==> src/rtl/accel_driver_pkg.sv <==
// Shared types and constants for the start/ready accelerator initiator.
package accel_driver_pkg;

    typedef enum logic [1:0] {
        IDLE,
        ISSUE,
        WAIT,
        RESP
    } state_e;

    localparam int unsigned TimeoutCntW = 8;

endpackage

==> src/rtl/accel_driver_if.sv <==
// Request, accelerator and response signals of accel_driver.
// master = the driver itself, slave = its environment.
interface accel_driver_if #(
    parameter int unsigned Width = 32
);
    logic             req_valid_i;
    logic             req_ready_o;
    logic [Width-1:0] op0_i;
    logic [Width-1:0] op1_i;
    logic             start_o;
    logic [Width-1:0] in0_o;
    logic [Width-1:0] in1_o;
    logic             ready_i;
    logic [Width-1:0] result_i;
    logic             rsp_valid_o;
    logic             rsp_ready_i;
    logic [Width-1:0] rsp_data_o;
    logic             rsp_err_o;

    modport master (
        input  req_valid_i, op0_i, op1_i, ready_i, result_i, rsp_ready_i,
        output req_ready_o, start_o, in0_o, in1_o, rsp_valid_o, rsp_data_o, rsp_err_o
    );

    modport slave (
        output req_valid_i, op0_i, op1_i, ready_i, result_i, rsp_ready_i,
        input  req_ready_o, start_o, in0_o, in1_o, rsp_valid_o, rsp_data_o, rsp_err_o
    );
endinterface

==> src/rtl/accel_driver_sat_cnt.sv <==
// Saturating up-counter: holds at all-ones instead of wrapping.
module sat_cnt #(
    parameter int unsigned Width = 16
) (
    input  logic             clk,
    input  logic             rst_i,
    input  logic             inc_i,
    output logic [Width-1:0] cnt_o
);

    always_ff @(posedge clk or posedge rst_i) begin
        if (rst_i) begin
            cnt_o <= '0;
        end else if (inc_i && (cnt_o != '1)) begin
            cnt_o <= cnt_o + 1'b1;
        end
    end

endmodule

==> src/rtl/accel_driver.sv <==
// Initiator of the start/ready accelerator handshake: accept, pulse start,
// wait for ready or timeout, then hold the response until consumed.
module accel_driver
    import accel_driver_pkg::*;
#(
    parameter int unsigned Width         = 32,
    parameter int unsigned TimeoutCycles = 16,
    parameter int unsigned CntWidth      = 16
) (
    input  logic                clk,
    input  logic                rst_i,
    accel_driver_if.master      bus,
    output logic                busy_o,
    output logic [CntWidth-1:0] done_cnt_o,
    output logic [CntWidth-1:0] err_cnt_o
);

    localparam logic [TimeoutCntW-1:0] LastWait = TimeoutCntW'(TimeoutCycles - 1);

    state_e                 state_q, state_d;
    logic [Width-1:0]       op0_q, op1_q, data_q;
    logic                   err_q;
    logic [TimeoutCntW-1:0] wait_q;
    logic                   done_inc, err_inc;

    always_ff @(posedge clk or posedge rst_i) begin
        if (rst_i) begin
            state_q <= IDLE;
        end else begin
            state_q <= state_d;
        end
    end

    // ready_i is only looked at in WAIT and beats a coincident timeout.
    always_comb begin
        state_d  = state_q;
        done_inc = 1'b0;
        err_inc  = 1'b0;
        unique case (state_q)
            IDLE:  if (bus.req_valid_i) state_d = ISSUE;
            ISSUE: state_d = WAIT;
            WAIT: begin
                if (bus.ready_i) begin
                    done_inc = 1'b1;
                    state_d  = RESP;
                end else if (wait_q == LastWait) begin
                    err_inc = 1'b1;
                    state_d = RESP;
                end
            end
            RESP:  if (bus.rsp_ready_i) state_d = IDLE;
            default: state_d = IDLE;
        endcase
    end

    always_comb begin
        bus.req_ready_o = (state_q == IDLE);
        bus.start_o     = (state_q == ISSUE);
        bus.rsp_valid_o = (state_q == RESP);
        busy_o          = (state_q != IDLE);
        bus.in0_o       = op0_q;
        bus.in1_o       = op1_q;
        bus.rsp_data_o  = data_q;
        bus.rsp_err_o   = err_q;
    end

    always_ff @(posedge clk or posedge rst_i) begin
        if (rst_i) begin
            op0_q  <= '0;
            op1_q  <= '0;
            data_q <= '0;
            err_q  <= 1'b0;
            wait_q <= '0;
        end else begin
            unique case (state_q)
                IDLE: begin
                    if (bus.req_valid_i) begin
                        op0_q <= bus.op0_i;
                        op1_q <= bus.op1_i;
                    end
                end
                ISSUE: wait_q <= '0;
                WAIT: begin
                    if (done_inc) begin
                        data_q <= bus.result_i;
                        err_q  <= 1'b0;
                    end else if (err_inc) begin
                        data_q <= '0;
                        err_q  <= 1'b1;
                    end else begin
                        wait_q <= wait_q + 1'b1;
                    end
                end
                default: ;
            endcase
        end
    end

    sat_cnt #(.Width(CntWidth)) u_done_cnt (
        .clk   (clk),
        .rst_i (rst_i),
        .inc_i (done_inc),
        .cnt_o (done_cnt_o)
    );

    sat_cnt #(.Width(CntWidth)) u_err_cnt (
        .clk   (clk),
        .rst_i (rst_i),
        .inc_i (err_inc),
        .cnt_o (err_cnt_o)
    );

endmodule

==> src/flat_wrapper.sv <==
// flat-port wrapper written by rule: the top's interface ports become plain ports
module accel_driver_flat import accel_driver_pkg::*;
#(
    parameter int unsigned Width         = 32,
    parameter int unsigned TimeoutCycles = 16,
    parameter int unsigned CntWidth      = 16
)
  (clk, rst_i, busy_o, done_cnt_o, err_cnt_o, bus_req_valid_i, bus_op0_i, bus_op1_i, bus_ready_i, bus_result_i, bus_rsp_ready_i, bus_req_ready_o, bus_start_o, bus_in0_o, bus_in1_o, bus_rsp_valid_o, bus_rsp_data_o, bus_rsp_err_o);
  accel_driver_if #(.Width(Width)) bus_i ();
  input  logic clk;
  input  logic rst_i;
  output logic busy_o;
  output logic [CntWidth-1:0] done_cnt_o;
  output logic [CntWidth-1:0] err_cnt_o;
  input wire logic [$bits(bus_i.req_valid_i)-1:0] bus_req_valid_i;
  input wire logic [$bits(bus_i.op0_i)-1:0] bus_op0_i;
  input wire logic [$bits(bus_i.op1_i)-1:0] bus_op1_i;
  input wire logic [$bits(bus_i.ready_i)-1:0] bus_ready_i;
  input wire logic [$bits(bus_i.result_i)-1:0] bus_result_i;
  input wire logic [$bits(bus_i.rsp_ready_i)-1:0] bus_rsp_ready_i;
  output wire logic [$bits(bus_i.req_ready_o)-1:0] bus_req_ready_o;
  output wire logic [$bits(bus_i.start_o)-1:0] bus_start_o;
  output wire logic [$bits(bus_i.in0_o)-1:0] bus_in0_o;
  output wire logic [$bits(bus_i.in1_o)-1:0] bus_in1_o;
  output wire logic [$bits(bus_i.rsp_valid_o)-1:0] bus_rsp_valid_o;
  output wire logic [$bits(bus_i.rsp_data_o)-1:0] bus_rsp_data_o;
  output wire logic [$bits(bus_i.rsp_err_o)-1:0] bus_rsp_err_o;
  assign bus_i.req_valid_i = bus_req_valid_i;
  assign bus_i.op0_i = bus_op0_i;
  assign bus_i.op1_i = bus_op1_i;
  assign bus_i.ready_i = bus_ready_i;
  assign bus_i.result_i = bus_result_i;
  assign bus_i.rsp_ready_i = bus_rsp_ready_i;
  assign bus_req_ready_o = bus_i.req_ready_o;
  assign bus_start_o = bus_i.start_o;
  assign bus_in0_o = bus_i.in0_o;
  assign bus_in1_o = bus_i.in1_o;
  assign bus_rsp_valid_o = bus_i.rsp_valid_o;
  assign bus_rsp_data_o = bus_i.rsp_data_o;
  assign bus_rsp_err_o = bus_i.rsp_err_o;
  accel_driver #(.Width(Width), .TimeoutCycles(TimeoutCycles), .CntWidth(CntWidth)) u_core (.clk(clk), .rst_i(rst_i), .bus(bus_i), .busy_o(busy_o), .done_cnt_o(done_cnt_o), .err_cnt_o(err_cnt_o));
endmodule
==> config.mk <==
export PLATFORM = sky130hd
export DESIGN_NAME = accel_driver_flat
export DESIGN_NICKNAME = d
export VERILOG_FILES = /design/src/rtl/accel_driver_pkg.sv /design/src/rtl/accel_driver_if.sv /design/src/rtl/accel_driver_sat_cnt.sv /design/src/rtl/accel_driver.sv /design/src/flat_wrapper.sv
export SDC_FILE = /design/constraint.sdc
export NUM_CORES = 1
export LEC_CHECK = 0
export CORE_ASPECT_RATIO = 1.75
export CORE_UTILIZATION = 55
export CTS_CLUSTER_SIZE = 8
export DETAILED_ROUTE_END_ITERATION = 16
export DONT_BUFFER_PORTS = 1
export GPL_TIMING_DRIVEN = 0
export PLACE_DENSITY = 0.7
export SLEW_MARGIN = 20
export SYNTH_ARGS = -nofsm -noshare
export SYNTH_HDL_FRONTEND = slang
export SYNTH_SLANG_ARGS = --single-unit
==> constraint.sdc <==
create_clock -name clk -period 12.2 [get_ports clk]
set_input_delay 2.44 -clock clk [delete_from_list [all_inputs] [get_ports clk]]
set_output_delay 2.44 -clock clk [all_outputs]
set_load 0.01 [all_outputs]
==> out/metrics.csv, run 1 <==
metric;value;unit
clk_latency;0.41;ns
synthCells;428;
clock-root-buffer;clkbuf_16;
avgSynthCellArea;13.5;µm²
htree_levels;4;
core;0.0102;mm²
worstSetupPathType;flip-flop to output port;
hold_viol;0;
tritoncts;yes;
dr.first_iter.drc_count;73;
regToRegSetupSlack;9.96;ns
ios;234;
rows;49;
cap_violations;0;
die_w;79.5;µm
drv_slew;0;
track_usage;21.5;%
slowest_delay;0.41;ns
ir_drop;0.157;mV
synth_area_leaders;dfrtp_1 (60%), mux2_2 (13%), a22o_1 (5.0%);
final_cell_area;0.00653;mm²
path_clk_slew;0.06;ns
portBuffers;0;
seq_area;0.00348;mm²
postPlaceCellArea;0.00597;mm²
period_share;30.9;%
grt_pass1_vias;3876;
crit_arrival;1.33;ns
numCtsBuffers;17;
p_per_area;257;mW/mm²
hpwl;8.63;mm
grt_remaining_overflow;0;
die_h;138;µm
crit_top_cell;inv_1;
holdBufCountCts;0;
syn-num-nets;537;
synth_seq_area_share;60.2;%
antenna_left;0;
rsz0062_at_grt;false;
drc;0;
power;1.68;mW
r2r_start;u_core.state_q[0];
crit_end;busy_o;
start_kind;flip-flop;
fillers;797;
critPathSlowestCell;dfrtp_1;
async_reset_ff_share;100;%
run_status;finished clean;
final_nets;557;
hold_slack;0.556;ns
area_growth;13.1;%
postCtsSetupRepairBufs;0;
drive_gt1_share;24.7;%
antenna_found_initial;0;
critPathMaxFanout;4;
path_cells;inv_1, ha_1, inv_1;
drtPass1Iterations;4;
yosysWarnings;0;
synth_top_area_cell;dfrtp_1;
min_path_type;flip-flop to flip-flop;
start_util;56.4;%
clock_skew;0.00929;ns
multiInputGateArea;0.00217;mm²
cts_buffer_depth;2;
ys_ff_latch;139;
r2r.worst_path.cells;7;
fmax;265;MHz
ctsResizeCount;0;
ys.flop_type;dfrtp_1;
yosysTopAreaCellShare;60.2;%
diodes;0;
vias;3607;
setup_viol;0;
netlist-cell-type-count;48;
die-area;0.0109;mm²
grt_pass1_wl;17.8;mm
viasPerCell;6.13;
max_slew_margin;45.9;%
drt_wl_total;11.6;mm
reg2reg_to;u_core.u_err_cnt.cnt_o[10];
cts.sinks;139;
synth_edf_count;0;
grt_max_degree;79;
tightest_slew;0.803;ns
period_minus_slack;3.77;ns
p_leak;2.92;nW
wire_per_inst;19.8;µm
place_congestion;0.800;
required;9.76;ns
worstSetupEndpointType;output port;
tns;0;ns
startpoint;u_core.state_q[0];
synth_area;0.00578;mm²
[through the flow]
step           cells  util (%)  setup slack, ns
6_report         588      63.8             8.43
3_5_place_dp     556      58.3             8.41
5_1_grt          588      63.8             8.35
2_1_floorplan    428         -             6.04
4_1_cts          588      63.8             8.41
3_3_place_gp     555      58.0             4.87
[worst min path at each step]
stage / start / endpoint / slack (ns) / depth (start not counted)
5_1_grt: u_core.bus.rsp_data_o[18] / u_core.bus.rsp_data_o[18] / 0.59 / 1
6_report: u_core.bus.rsp_err_o / u_core.bus.rsp_err_o / 0.56 / 2
2_1_floorplan: u_core.wait_q[1] / u_core.wait_q[1] / 0.51 / 1
3_3_place_gp: u_core.wait_q[1] / u_core.wait_q[1] / 0.54 / 1
4_1_cts: u_core.bus.rsp_err_o / u_core.bus.rsp_err_o / 0.56 / 2
3_5_place_dp: u_core.bus.rsp_err_o / u_core.bus.rsp_err_o / 0.54 / 2
[layer usage]
metal	up-vias	part of all wire [%]	global-route usage, %
li1	1603	-	-
met1	1796	34	21.5
met2	184	56	38.8
met3	24	6.9	6.82
met4	0	2.3	11.2
met5	-	0	0
[Yosys cell counts, types with 2 or more instances]
cell / number
and3_1: 4
nor3_1: 8
a21oi_1: 4
or4_1: 2
buf_6: 2
mux2_2: 67
nand4b_1: 2
xnor2_1: 11
ha_1: 8
nand2_1: 16
nand3_1: 15
clkbuf_1: 14
o22ai_1: 5
xor2_1: 17
a31oi_1: 3
dfrtp_1: 139
and2_1: 2
nor4_1: 9
a41oi_1: 2
nand4_1: 11
nor4b_1: 3
mux2i_1: 4
a22o_1: 33
inv_1: 12
nor2b_1: 3
and4_1: 2
nor2_1: 7
nor4_2: 3
[logic make-up after synthesis]
family                   count (synthesis)  synth area share (%)
flip-flops                             139                  60.2
buffers and inverters                   30                  2.30
AND/OR/NAND/NOR                         96                  10.1
multiplexers                            71                  13.8
XOR/XNOR                                28                  4.24
AO/OA/AOI/OAI                           56                  7.69
adder cells (fa/ha/maj)                  8                  1.73
[registers in the layout, indices dropped and copies added, names as in the netlist]
signal and cells:
u_core.u_done_cnt.cnt_o 16, u_core.state_q 2, u_core.u_err_cnt.cnt_o 16, u_core.wait_q 8, u_core.bus.in0_o 32, u_core.bus.rsp_err_o 1, u_core.bus.in1_o 32, u_core.bus.rsp_data_o 32
[cells in the final DEF, fill, tap and decap left out, types with 2 or more instances in the layout]
cell type / Yosys / routed
a21oi_1: 4 / 4
a22o_1: 33 / 33
a31oi_1: 3 / 3
a41oi_1: 2 / 2
and2_1: 2 / 2
and3_1: 4 / 4
and4_1: 2 / 2
buf_6: 2 / 2
clkbuf_1: 14 / 14
clkbuf_16: 0 / 17
clkbuf_8: 0 / 2
clkinv_4: 0 / 2
clkinvlp_4: 0 / 5
dfrtp_1: 139 / 139
ha_1: 8 / 8
inv_1: 12 / 11
inv_6: 0 / 6
mux2_2: 67 / 67
mux2i_1: 4 / 4
nand2_1: 16 / 16
nand3_1: 15 / 15
nand4_1: 11 / 11
nand4b_1: 2 / 2
nor2_1: 7 / 7
nor2b_1: 3 / 3
nor3_1: 8 / 8
nor4_1: 9 / 9
nor4_2: 3 / 3
nor4b_1: 3 / 3
o22ai_1: 5 / 5
or4_1: 2 / 2
xnor2_1: 11 / 11
xor2_1: 17 / 17
[worst max-delay path: cells and delay by family (launching register included)]
kind,cells,cell delay (ns)
fa+ha+maj,1,0.27
buf+inv,2,0.25
flops,1,0.41
[layout make-up]
class | count | area share, %
Sequential cell | 139 | 53.2
Inverter | 12 | 0.804
Clock inverter | 13 | 1.65
Buffer | 18 | 1.34
Timing Repair Buffer | 1 | 0.421
Tap cell | 127 | 2.43
Clock buffer | 19 | 6.93
Multi-Input combinational cell | 259 | 33.2
[where the power goes]
part / total (mW) / internal, mW / switching, mW
Sequential: 0.849 / 0.636 / 0.212
Combinational: 0.355 / 0.198 / 0.157
Clock: 0.478 / 0.275 / 0.203
Total: 1.68 / 1.11 / 0.573
Note: power is estimated with default switching activity, not from simulation.
==> inputs of run 2 (changes only) <==
--- a/config.mk
+++ b/config.mk
@@ -11,7 +11,7 @@
 export DETAILED_ROUTE_END_ITERATION = 16
 export DONT_BUFFER_PORTS = 1
 export GPL_TIMING_DRIVEN = 0
-export PLACE_DENSITY = 0.7
+export PLACE_DENSITY = 0.73
 export SLEW_MARGIN = 20
 export SYNTH_ARGS = -nofsm -noshare
 export SYNTH_HDL_FRONTEND = slang
==> constraint.sdc (replaced) <==
create_clock -name clk -period 3.1 [get_ports clk]
set_input_delay 0.62 -clock clk [delete_from_list [all_inputs] [get_ports clk]]
set_output_delay 0.62 -clock clk [all_outputs]
set_load 0.01 [all_outputs]
==> run 2 against run 1 <==
  * Utilization up 0.93 points
  * Die area unchanged
  * Critical path depth up 5
  * Design area increased by 1.5%
  * Final cell count increased by 0.51%
  * First-iteration DRC count is 41% higher
  * Routed wire length shrank 0.56%
  * Global-route usage rose by 0.12 points
  * Clock skew about the same
  * Combinational power rose to 3.9 times the previous value
  * Clock-buffer cell count fell by 1
  * Critical path type is now flip-flop to flip-flop
==> out/metrics.csv, run 2 (synthesis gave the netlist of run 1 again) <==
metric;value;unit;change
period_minus_slack;2.21;ns;
p_leak;2.97;nW;was 2.92 nW
period_share;71.2;%;
worstSetupEndpointType;flip-flop;;was output port
run_status;finished clean;;unchanged
critical_path.top_delay_family;simple AND/OR/NAND/NOR gates;;was flip-flops
vias;3561;;was 3607
multiInputGateArea;0.00217;mm²;unchanged
setup_viol;0;;unchanged
ios;234;;unchanged
tns;0;ns;unchanged
antenna_found_initial;0;;unchanged
portBuffers;0;;unchanged
grt_pass1_vias;3702;;was 3876
rows;49;;unchanged
critPathSlowestCell;dfrtp_1;;unchanged
cap_violations;0;;unchanged
track_usage;21.6;%;was 21.5%
final_nets;560;;was 557
final_cell_mix;dfrtp_1 (139), mux2_2 (67), a22o_1 (33);;unchanged
die_w;79.5;µm;unchanged
ctsResizeCount;0;;unchanged
placedCellCount;559;;was 556
crit_arrival;2.53;ns;was 1.33 ns
clock_skew;0.00965;ns;was 0.00929 ns
tritoncts;yes;;unchanged
grt_pass1_wl;17.8;mm;about the same
drive_gt1_share;25.0;%;was 24.7%
final_cells;591;;was 588
rsz0062_at_grt;false;;unchanged
cts.sinks;139;;unchanged
fillers;779;;was 797
path_cells;inv_1, ha_1, buf_6, or2b_1, or3_4, buf_6, nor4_2, xor2_1;;was inv_1, ha_1, inv_1
start_kind;flip-flop;;unchanged
tightest_slew;0.729;ns;was 0.803 ns
p_per_area;1020;mW/mm²;was 257 mW/mm²
postCtsSetupRepairBufs;0;;unchanged
area_growth;14.7;%;was 13.1%
antenna_left;0;;unchanged
drv_slew;0;;unchanged
start_util;56.4;%;unchanged
ir_drop;0.651;mV;was 0.157 mV
grt_remaining_overflow;0;;unchanged
fmax;453;MHz;
clk_latency;0.41;ns;about the same
worstSetupPathType;flip-flop to flip-flop;;was flip-flop to output port
htree_levels;4;;unchanged
drt_wl_total;11.6;mm;about the same
min_path_type;input port to asynchronous set/reset pin;;was flip-flop to flip-flop
crit_top_cell;buf_6;;was inv_1
die_h;138;µm;unchanged
required;3.42;ns;was 9.76 ns
place_congestion;0.795;;was 0.800
hold_viol;0;;unchanged
clock-root-buffer;clkbuf_16;;unchanged
path_clk_slew;0.06;ns;about the same
wire_per_inst;19.6;µm;was 19.8 µm
mostFrequentLayoutCell;dfrtp_1;;unchanged
cts_buffer_depth;2;;unchanged
viasPerCell;6.03;;was 6.13
worst-path-buf-inv;3;;was 2
drtPass1Iterations;4;;unchanged
critPathMaxFanout;10;;was 4
core;0.0102;mm²;unchanged
drc;0;;unchanged
seq_area;0.00348;mm²;unchanged
diodes;0;;unchanged
slowest_delay;0.41;ns;about the same
die-area;0.0109;mm²;unchanged
holdBufCountCts;0;;unchanged
power;6.77;mW;was 1.68 mW
grt_max_degree;37;;was 79
dr.first_iter.drc_count;103;;was 73
numCtsBuffers;17;;unchanged
hpwl;8.70;mm;was 8.63 mm
max_slew_margin;50.9;%;was 45.9%
run 2: final cells by class:
type | instances | area share, %
repair buffers | 4 | 1.32
flip-flops and latches | 139 | 52.5
well taps | 127 | 2.40
plain buffers | 18 | 1.32
clock inverters | 14 | 2.57
multi-input cells | 259 | 32.7
inverters | 12 | 0.736
clock buffers | 18 | 6.48
run 2: path summary, 6_finish.rpt:
check / from / end / slack [ns] / cells after the start
setup reg to reg: u_core.state_q[0] / u_core.u_err_cnt.cnt_o[9] / 0.89 / 8
hold reg to reg: u_core.bus.rsp_data_o[2] / u_core.bus.rsp_data_o[2] / 0.56 / 1
min in group clk: bus_result_i[17] / u_core.bus.rsp_data_o[17] / 0.35 / 1
max in group asynchronous: rst_i / u_core.bus.in1_o[22] / 2.29 / 3
setup / recovery: u_core.state_q[0] / u_core.u_err_cnt.cnt_o[9] / 0.89 / 8
hold / removal: rst_i / u_core.bus.in0_o[23] / 0.07 / 1
run 2: stage by stage:
stage	setup WS, ns	cell area, µm²	util, %	hold slack (ns)
after floorplan	0.745	5780	-	0.514
after global placement	0.185	5940	58.0	0.542
after detailed placement	0.902	6030	58.9	0.505
after CTS	0.881	6630	64.7	0.0618
after global routing	0.687	6630	64.7	0.0875
final	0.891	6630	64.7	0.0676
run 2: power breakdown:
part | internal, mW | switching [mW] | total (mW)
clock | 1.27 | 0.763 | 2.03
combinational | 0.785 | 0.611 | 1.40
sequential | 2.50 | 0.839 | 3.34
run 2: metal layers:
| metal | track usage (%) | vias up | wire length [µm] |
|---|---|---|---|
| li1 | - | 1613 | - |
| met1 | 23.6 | 1751 | 4190 |
| met4 | 12.0 | 0 | 279 |
| met3 | 6.49 | 27 | 745 |
| met2 | 36.8 | 170 | 6340 |
| met5 | 0 | - | 0 |
run 2: worst register-to-register path, cell delays in order, from the launching register on:
cell	delay, ns
dfrtp_1	0.41
inv_1	0.13
ha_1	0.17
buf_6	0.14
or2b_1	0.25
or3_4	0.36
buf_6	0.16
nor4_2	0.31
xor2_1	0.19
==> inputs of run 3 (changes only) <==
--- a/config.mk
+++ b/config.mk
@@ -11,7 +11,7 @@
 export DETAILED_ROUTE_END_ITERATION = 16
 export DONT_BUFFER_PORTS = 1
 export GPL_TIMING_DRIVEN = 0
-export PLACE_DENSITY = 0.73
+export PLACE_DENSITY = 0.7
 export SLEW_MARGIN = 20
 export SYNTH_ARGS = -nofsm -noshare
 export SYNTH_HDL_FRONTEND = slang
==> constraint.sdc (replaced) <==
create_clock -name clk -period 2.26 [get_ports clk]
set_input_delay 0.452 -clock clk [delete_from_list [all_inputs] [get_ports clk]]
set_output_delay 0.452 -clock clk [all_outputs]
set_load 0.01 [all_outputs]
==> run 3 against run 2 <==
  * Sequential power up 37%
  * Design area up 1.3%
  * Maximum frequency up 2.3%
  * Critical path depth down 3
  * Clock power up 45%
  * Sequential share of layout area down 0.65 points
  * Utilization up 0.83 points
  * Register-to-register slack worse by 0.79 ns
  * Flip-flop and latch count unchanged
  * Die area unchanged
==> out/metrics.csv, run 3 (synthesis gave the netlist of run 1 again) <==
metric;value;unit;change
regToRegSetupSlack;0.10;ns;was 0.89 ns
power_frac_clock;31.0;%;was 30.0%
grt_max_degree;37;;unchanged
fillers;777;;was 779
switching_share;32.3;%;was 32.7%
start_util;56.4;%;unchanged
rows;49;;unchanged
cts_buffer_depth;2;;unchanged
core;0.0102;mm²;unchanged
run_status;finished clean;;unchanged
period_share;95.6;%;was 71.2%
tightest_slew;0.526;ns;was 0.729 ns
grt_pass1_wl;18.0;mm;was 17.8 mm
worst-path-buf-inv;1;;was 3
dr.first_iter.drc_count;81;;was 103
p_per_area;1410;mW/mm²;was 1020 mW/mm²
fmax;463;MHz;was 453 MHz
drv_slew;0;;unchanged
vias;3642;;was 3561
antenna_left;0;;unchanged
power;9.47;mW;was 6.77 mW
portBuffers;0;;unchanged
mostFrequentLayoutCell;dfrtp_1;;unchanged
slowest_delay;0.56;ns;was 0.41 ns
grt_remaining_overflow;0;;unchanged
grt_pass1_vias;3734;;was 3702
clk_latency;0.41;ns;about the same
crit_arrival;2.49;ns;was 2.53 ns
min_path_type;input port to flip-flop;;was input port to asynchronous set/reset pin
die_w;79.5;µm;unchanged
multiInputGateArea;0.00220;mm²;was 0.00217 mm²
rsz0062_at_grt;false;;unchanged
final_nets;562;;was 560
track_usage;21.8;%;was 21.6%
r2r_start;u_core.wait_q[4];;was u_core.state_q[0]
antenna_found_initial;0;;unchanged
final_cell_area;0.00671;mm²;was 0.00663 mm²
die_h;138;µm;unchanged
ir_drop;0.900;mV;was 0.651 mV
clock_skew;0.00793;ns;was 0.00965 ns
reg2reg_to;u_core.u_err_cnt.cnt_o[7];;was u_core.u_err_cnt.cnt_o[9]
seq_area;0.00348;mm²;about the same
place_congestion;0.809;;was 0.795
path_clk_slew;0.06;ns;about the same
path_cells;or4_4, or3_4, buf_6, nor4_2, xor2_1;;was inv_1, ha_1, buf_6, or2b_1, or3_4, buf_6, nor4_2, xor2_1
drive_gt1_share;26.4;%;was 25.0%
holdPathEnd;u_core.bus.rsp_data_o[20];;
htree_levels;4;;unchanged
wire_per_inst;19.8;µm;was 19.6 µm
critPathMaxFanout;10;;unchanged
placedCellCount;559;;unchanged
hpwl;8.67;mm;was 8.70 mm
final_cells;593;;was 591
critPathSlowestCell;or4_4;;was dfrtp_1
switchingPower;3.06;mW;was 2.21 mW
tns;0;ns;unchanged
final_cell_mix;dfrtp_1 (138), mux2_2 (67), a22o_1 (33);;was dfrtp_1 (139), mux2_2 (67), a22o_1 (33)
cts.sinks;139;;unchanged
power_frac_seq;48.4;%;was 49.4%
hold_viol;0;;unchanged
clock-root-buffer;clkbuf_16;;unchanged
start_kind;flip-flop;;unchanged
die-area;0.0109;mm²;unchanged
drc;0;;unchanged
r2r.worst_path.cells;5;;was 8
period_minus_slack;2.16;ns;was 2.21 ns
numCtsBuffers;17;;unchanged
critical_path.top_delay_family;simple AND/OR/NAND/NOR gates;;unchanged
viasPerCell;6.14;;was 6.03
drtPass1Iterations;5;;was 4
max_slew_margin;64.6;%;was 50.9%
ios;234;;unchanged
p_int;6.42;mW;was 4.56 mW
holdPathStages;1;;
cap_violations;0;;unchanged
area_growth;16.2;%;was 14.7%
diodes;0;;unchanged
tritoncts;yes;;unchanged
power_frac_comb;20.6;%;about the same
min_from;bus_result_i[20];;
worstSetupEndpointType;flip-flop;;unchanged
drt_wl_total;11.7;mm;was 11.6 mm
final_util;65.6;%;was 64.7%
p_leak;3.00;nW;was 2.97 nW
setup_viol;0;;unchanged
worstSetupPathType;flip-flop to flip-flop;;unchanged
postPlaceCellArea;0.00603;mm²;unchanged
required;2.59;ns;was 3.42 ns
run 3: cell types whose count changed in the layout (fill, tap and decap cells not counted), sizes merged:
cell / previous run / this run
inv: 14 / 15
dlygate4sd3: 0 / 1
clkinv: 4 / 3
bufinv: 3 / 4
buf: 8 / 9
clkinvlp: 5 / 3
clkbuf: 32 / 33
run 3: worst reg2reg max path, stage by stage, from the launching register on:
cell	delay, ns
dfrtp_2	0.44
or4_4	0.56
or3_4	0.43
buf_6	0.17
nor4_2	0.30
xor2_1	0.17
run 3: how the worst max path moves through the flow:
stage | start | end | cells past startpoint
finish | u_core.wait_q[4] | u_core.u_err_cnt.cnt_o[7] | 5
floorplan | rst_i | u_core.bus.in0_o[0] | 1
detailed placement | u_core.state_q[0] | u_core.u_err_cnt.cnt_o[14] | 7
CTS | u_core.state_q[0] | u_core.u_err_cnt.cnt_o[9] | 8
global route | u_core.state_q[0] | u_core.u_err_cnt.cnt_o[13] | 8
global placement | rst_i | u_core.u_err_cnt.cnt_o[14] | 1
run 3: repair_timing:
item,CTS,global route
setup endpoints to repair,0,13
gates resized for setup,0,7
setup buffers,0,1
hold buffers,1,0
hold endpoints to repair,16,0
run 3: metrics by stage:
stage	worst slack, ns	hold slack [ns]
2_1_floorplan	0.0729	0.514
3_3_place_gp	-0.512	0.541
3_5_place_dp	0.0865	0.370
4_1_cts	0.0786	0.156
5_1_grt	0.000661	0.163
6_report	0.100	0.177
run 3: layer usage:
layer / track usage, % / wire [µm] / vias up
met5: 0 / 0 / -
met4: 11.2 / 323 / 0
met3: 6.95 / 906 / 27
met2: 37.5 / 6340 / 199
met1: 23.6 / 4160 / 1798
li1: - / - / 1618
run 3: power by group through the flow:
stage               clock network (mW)  registers [mW]  logic (mW)
global route                      3.10            4.71        2.15
floorplan                            0            4.38        1.62
global placement                     0            4.60        1.83
detailed placement                   0            4.60        1.97
finish                            2.94            4.59        1.95
CTS                               3.00            4.59        1.95
run 3: layout make-up:
class | count | area share (%)
Timing Repair Buffer | 6 | 1.57
Inverter | 12 | 0.727
Clock inverter | 13 | 2.81
Tap cell | 127 | 2.37
Buffer | 18 | 1.30
Sequential cell | 139 | 51.8
Clock buffer | 19 | 6.60
Multi-Input combinational cell | 259 | 32.8
